<file path="src/rtl/pipelined_ripple_adder_if.sv">
// Operand/result handshake bundle for the pipelined ripple-carry add/subtract unit.
interface pipelined_ripple_adder_if #(
  parameter int unsigned WIDTH = 16
);
  logic             in_valid;
  logic             in_ready;
  logic [WIDTH-1:0] a;
  logic [WIDTH-1:0] b;
  logic             cin;
  logic             sub;
  logic             out_valid;
  logic             out_ready;
  logic [WIDTH-1:0] sum;
  logic             cout;
  logic             ovf;

  modport master (
    output in_valid, a, b, cin, sub, out_ready,
    input  in_ready, out_valid, sum, cout, ovf
  );

  modport slave (
    input  in_valid, a, b, cin, sub, out_ready,
    output in_ready, out_valid, sum, cout, ovf
  );
endinterface

</file>
<file path="src/rtl/pipelined_ripple_adder.sv">
// Pipelined ripple-carry add/subtract: CHUNK bits of the carry chain resolved per stage,
// operands and partial sums travel with each beat, whole pipe stalls on output backpressure.
module pipelined_ripple_adder #(
  parameter int unsigned WIDTH = 16,
  parameter int unsigned CHUNK = 4
) (
  input logic                    clk,
  input logic                    rst,
  pipelined_ripple_adder_if.slave bus
);
  localparam int unsigned STAGES = WIDTH / CHUNK;
  localparam int unsigned CW     = CHUNK + 1;

  if (CHUNK == 0 || (WIDTH % CHUNK) != 0) begin : g_bad_chunk
    $error("pipelined_ripple_adder: WIDTH must be a non-zero multiple of CHUNK");
  end

  // One chunk of the ripple chain: returns {carry_out, chunk_sum} for slice k.
  function automatic logic [CW-1:0] chunk_add(input logic [WIDTH-1:0] x,
                                              input logic [WIDTH-1:0] y,
                                              input logic             c,
                                              input int unsigned      k);
    return CW'(x[k*CHUNK +: CHUNK]) + CW'(y[k*CHUNK +: CHUNK]) + CW'(c);
  endfunction

  // Per-stage registers; index STAGES-1 is the output register.
  logic [WIDTH-1:0]  a_q [STAGES];
  logic [WIDTH-1:0]  b_q [STAGES];
  logic [WIDTH-1:0]  s_q [STAGES];
  logic [STAGES-1:0] c_q;
  logic [STAGES-1:0] v_q;
  logic              ovf_q;

  // Stage inputs and stage results.
  logic [WIDTH-1:0]  a_i [STAGES];
  logic [WIDTH-1:0]  b_i [STAGES];
  logic [WIDTH-1:0]  s_i [STAGES];
  logic [STAGES-1:0] c_i;
  logic [STAGES-1:0] v_i;
  logic [WIDTH-1:0]  s_d [STAGES];
  logic [STAGES-1:0] c_d;
  logic              ovf_d;

  logic advance;

  assign advance       = !v_q[STAGES-1] || bus.out_ready;
  assign bus.in_ready  = advance;
  assign bus.out_valid = v_q[STAGES-1];
  assign bus.sum       = s_q[STAGES-1];
  assign bus.cout      = c_q[STAGES-1];
  assign bus.ovf       = ovf_q;

  // Stage 0 takes the ports (B inverted and carry forced for subtract); later stages the skewed regs.
  always_comb begin : stage_inputs
    a_i[0] = bus.a;
    b_i[0] = bus.sub ? ~bus.b : bus.b;
    c_i[0] = bus.sub | bus.cin;
    s_i[0] = '0;
    v_i[0] = bus.in_valid;
    for (int unsigned k = 1; k < STAGES; k++) begin
      a_i[k] = a_q[k-1];
      b_i[k] = b_q[k-1];
      c_i[k] = c_q[k-1];
      s_i[k] = s_q[k-1];
      v_i[k] = v_q[k-1];
    end
  end

  // Each stage fills its own sum slice; overflow is judged on the final stage's MSB.
  always_comb begin : stage_add
    logic [CW-1:0] t;
    t     = '0;
    ovf_d = 1'b0;
    for (int unsigned k = 0; k < STAGES; k++) begin
      t                       = chunk_add(a_i[k], b_i[k], c_i[k], k);
      s_d[k]                  = s_i[k];
      s_d[k][k*CHUNK +: CHUNK] = t[CHUNK-1:0];
      c_d[k]                  = t[CHUNK];
    end
    ovf_d = (a_i[STAGES-1][WIDTH-1] == b_i[STAGES-1][WIDTH-1]) &&
            (s_d[STAGES-1][WIDTH-1] != a_i[STAGES-1][WIDTH-1]);
  end

  // Whole pipe shifts together; nothing moves while the output beat waits.
  always_ff @(posedge clk or posedge rst) begin
    if (rst) begin
      v_q   <= '0;
      c_q   <= '0;
      ovf_q <= 1'b0;
      for (int unsigned k = 0; k < STAGES; k++) begin
        a_q[k] <= '0;
        b_q[k] <= '0;
        s_q[k] <= '0;
      end
    end else if (advance) begin
      v_q   <= v_i;
      c_q   <= c_d;
      ovf_q <= ovf_d;
      for (int unsigned k = 0; k < STAGES; k++) begin
        a_q[k] <= a_i[k];
        b_q[k] <= b_i[k];
        s_q[k] <= s_d[k];
      end
    end
  end
endmodule

</file>
<file path="src/flat_wrapper.sv">
// flat-port wrapper written by rule: the top's interface ports become plain ports
module pipelined_ripple_adder_flat 
#(
  parameter int unsigned WIDTH = 16,
  parameter int unsigned CHUNK = 4
)
  (clk, rst, bus_in_valid, bus_a, bus_b, bus_cin, bus_sub, bus_out_ready, bus_in_ready, bus_out_valid, bus_sum, bus_cout, bus_ovf);
  pipelined_ripple_adder_if #(.WIDTH(WIDTH)) bus_i ();
  input logic clk;
  input logic rst;
  input wire logic [$bits(bus_i.in_valid)-1:0] bus_in_valid;
  input wire logic [$bits(bus_i.a)-1:0] bus_a;
  input wire logic [$bits(bus_i.b)-1:0] bus_b;
  input wire logic [$bits(bus_i.cin)-1:0] bus_cin;
  input wire logic [$bits(bus_i.sub)-1:0] bus_sub;
  input wire logic [$bits(bus_i.out_ready)-1:0] bus_out_ready;
  output wire logic [$bits(bus_i.in_ready)-1:0] bus_in_ready;
  output wire logic [$bits(bus_i.out_valid)-1:0] bus_out_valid;
  output wire logic [$bits(bus_i.sum)-1:0] bus_sum;
  output wire logic [$bits(bus_i.cout)-1:0] bus_cout;
  output wire logic [$bits(bus_i.ovf)-1:0] bus_ovf;
  assign bus_i.in_valid = bus_in_valid;
  assign bus_i.a = bus_a;
  assign bus_i.b = bus_b;
  assign bus_i.cin = bus_cin;
  assign bus_i.sub = bus_sub;
  assign bus_i.out_ready = bus_out_ready;
  assign bus_in_ready = bus_i.in_ready;
  assign bus_out_valid = bus_i.out_valid;
  assign bus_sum = bus_i.sum;
  assign bus_cout = bus_i.cout;
  assign bus_ovf = bus_i.ovf;
  pipelined_ripple_adder #(.WIDTH(WIDTH), .CHUNK(CHUNK)) u_core (.clk(clk), .rst(rst), .bus(bus_i));
endmodule
</file>
<file path="config.mk">
export PLATFORM = sky130hd
export DESIGN_NAME = pipelined_ripple_adder_flat
export DESIGN_NICKNAME = d
export VERILOG_FILES = /design/src/rtl/pipelined_ripple_adder_if.sv /design/src/rtl/pipelined_ripple_adder.sv /design/src/flat_wrapper.sv
export SDC_FILE = /design/constraint.sdc
export NUM_CORES = 1
export LEC_CHECK = 0
export CORE_MARGIN = 2
export CORE_UTILIZATION = 25
export CTS_BUF_LIST = sky130_fd_sc_hd__clkbuf_16
export DETAILED_ROUTE_END_ITERATION = 6
export PLACE_DENSITY = 0.52
export SYNTH_ARGS = -nofsm -noshare
export SYNTH_HDL_FRONTEND = slang
export SYNTH_SLANG_ARGS = --single-unit
</file>
<file path="constraint.sdc">
create_clock -name clk -period 3.7 [get_ports clk]
set_input_delay 0.74 -clock clk [delete_from_list [all_inputs] [get_ports clk]]
set_output_delay 0.74 -clock clk [all_outputs]
set_load 0.02 [all_outputs]
</file>
==> flow_summary.yaml <==
placement:
  portBuffers: 57
  hpwl_mm: 5.81
  gp_congestion: 0.771
synth:
  yosys_warnings: 0
  seq_area_frac_synth: 0.562
  synth_edf_count: 0
  synth_flop_cell: "dfrtp_1"
  syn_avg_cell_area_um2: 9.34
  synth_nets: 520
  syn-instance-count: 462
  yosysUniqueCellTypes: 28
  async_flop_share: 1.00
  postSynthRegisterBits: 97
  syn_area_um2: 4320
run:
  drv_cap: 0
floorplanning:
  rows: 48
  core_um2: 17100
  die-area_um2: 18300
  ios: 58
  start_util: 0.252
  die_h_um: 135
  chipWidth_um: 135
power:
  power_uw: 4270
  peakVddDrop_mv: 0.269
  p_per_area_nw_per_um2: 795
  leakage_uw: 0.00259
global_route:
  grt_pass1_vias: 3015
  grt.total_usage: 0.103
  grt_pass1_wl_mm: 14.8
  antenna_found_initial: 0
  grt_max_degree: 91
  overflow: 0
worst_setup_path:
  cp_data_arrival_time_ns: 1.98
  crit_type: "primary input to primary output"
  r2r_start: "u_core.v_q[3]"
  r2r-end: "u_core.s_d[23]"
  ff2ff_path_depth: 5
  required_ns: 2.96
  startpoint_type: "primary input"
  r2r_setup_slack_ns: 1.75
  cp_max_fo: 2
  endpoint_kind: "primary output"
timing:
  setup_viol_count_final: 0
  finalClockSkew_ns: 0.00739
  period_needed_ns: 2.72
  slew_headroom: 0.358
  timing.final.max_slew_violations: 0
  fmax_ghz: 0.368
  tns_ns: 0
  finalHoldViolCount: 0
  rsz0062_at_grt: "false"
  tightest_slew_ns: 0.964
  fin_crit_sh: 0.734
final_layout:
  layout-drive-gt1-share: 0.0405
  layout.nets: 571
  final_core_util: 0.314
  area_delta_synth_final_pct: 24.6
  n_antenna_cell: 0
cts:
  clk_latency_ns: 0.34
  post-cts-setup-buffers: 0
  cts_buffers: 9
  cts_htree_levels: 3
  cts_root_buf: "clkbuf_16"
  numClockSinks: 97
  cts_buffer_depth: 2
  cts_resized: 0
  clk_pin_slew_ns: 0.06
  cts_hold_buffers: 0
  tritoncts: "done"
detailed_routing:
  ant_nets: 0
  first_iter_violations: 155
  wl_mm: 8.75
  wire_per_inst_um: 11.8
  via_count: 3066
  vias_per_cell: 4.13
  drc_errors: 0
  firstDrtPassIters: 4
min_path:
  min-delay-start: "u_core.b_i[31]"
  hp-class: "flop to flop"
  whs_path_depth: 2
  holdPathEnd: "u_core.b_i[31]"
status:
  status: "finished, final reports clean"
-- cell type report --
class | count | area [um2]
clock buffers | 9 | 225
well taps | 225 | 282
inverters | 11 | 46.3
repair buffers | 63 | 616
clock inverters | 7 | 53.8
multi-input cells | 331 | 1730
fillers | 1797 | 11700
flip-flops and latches | 97 | 2430
-- worst max-delay path by stage --
stage                        startpoint              to
after floorplan                     rst  u_core.a_i[12]
after global placement          bus_sub   u_core.c_q[0]
after detailed placement        bus_sub   u_core.c_q[0]
after CTS                 bus_out_ready    bus_in_ready
after global routing      bus_out_ready    bus_in_ready
final                     bus_out_ready    bus_in_ready
-- cell usage after synthesis, types with 5 or more instances --
master / n / share of area
xor2_1: 5 / 0.010
nor2_1: 7 / 0.0061
inv_1: 10 / 0.0087
o21ai_0: 18 / 0.021
nand2_1: 223 / 0.19
dfrtp_1: 97 / 0.56
ha_1: 12 / 0.035
xnor2_1: 15 / 0.030
a21oi_1: 13 / 0.015
clkbuf_1: 9 / 0.0078
buf_2: 11 / 0.013
fa_1: 8 / 0.037
-- placed cells by master (no fill, tap or decap), types with 7 or more instances in the layout --
cell type,count
nand2_1,223
nor2_1,7
a21oi_1,13
ha_1,12
o21ai_0,18
clkbuf_16,9
dfrtp_1,97
fa_1,8
xnor2_1,15
inv_1,11
clkdlybuf4s50_1,57
-- logic make-up (layout without fill, tap and decap cells) --
group                    count (synthesis)  after routing  synth area share
multiplexers                             3              3           0.00696
buffers and inverters                   34             90            0.0368
AND/OR/NAND/NOR                        244            244             0.222
AO/OA/AOI/OAI                           44             44            0.0597
XOR/XNOR                                20             20            0.0406
flip-flops                              97             97             0.562
adder cells (fa/ha/maj)                 20             20            0.0719
-- per-stage QoR --
| step | setup slack (ns) | std cells | hold slack (ns) | instance area [um2] |
|---|---|---|---|---|
| 6_report | 0.983 | 743 | 0.465 | 5380 |
| 3_5_place_dp | 0.682 | 727 | 0.455 | 5100 |
| 5_1_grt | 0.943 | 743 | 0.487 | 5380 |
| 3_3_place_gp | 0.685 | 727 | 0.443 | 5100 |
| 2_1_floorplan | 0.426 | 462 | 0.430 | 4320 |
| 4_1_cts | 0.962 | 743 | 0.470 | 5380 |
-- critical path, cell delays in order --
cell and delay [ns]:
clkdlybuf4s50_1 0.50, nor2b_4 0.06, inv_4 0.07, clkdlybuf4s50_1 0.61
-- sequential cells by signal (all words and copies together) (netlist names) --
signal / count
u_core.a_i: 24
u_core.c_q: 4
u_core.v_q: 4
u_core.s_d: 24
u_core.b_i: 24
u_core.bus.sum: 16
u_core.bus.ovf: 1
-- layer usage --
| metal | vias to the layer above | global-route usage | routed length (um) |
|---|---|---|---|
| li1 | 1550 | - | - |
| met2 | 53 | 0.156 | 3800 |
| met5 | - | 0 | 0 |
| met1 | 1452 | 0.144 | 4420 |
| met3 | 11 | 0.0191 | 349 |
| met4 | 0 | 0.0469 | 180 |
-- report_power, final --
part	switching, uW	leakage, uW	internal, uW	total [uW]
logic	891	0.00127	695	1590
registers	263	0.00118	1530	1790
clock network	384	0.000144	511	895
total	1540	0.00259	2740	4270
Note: power is estimated with default switching activity, not from simulation.
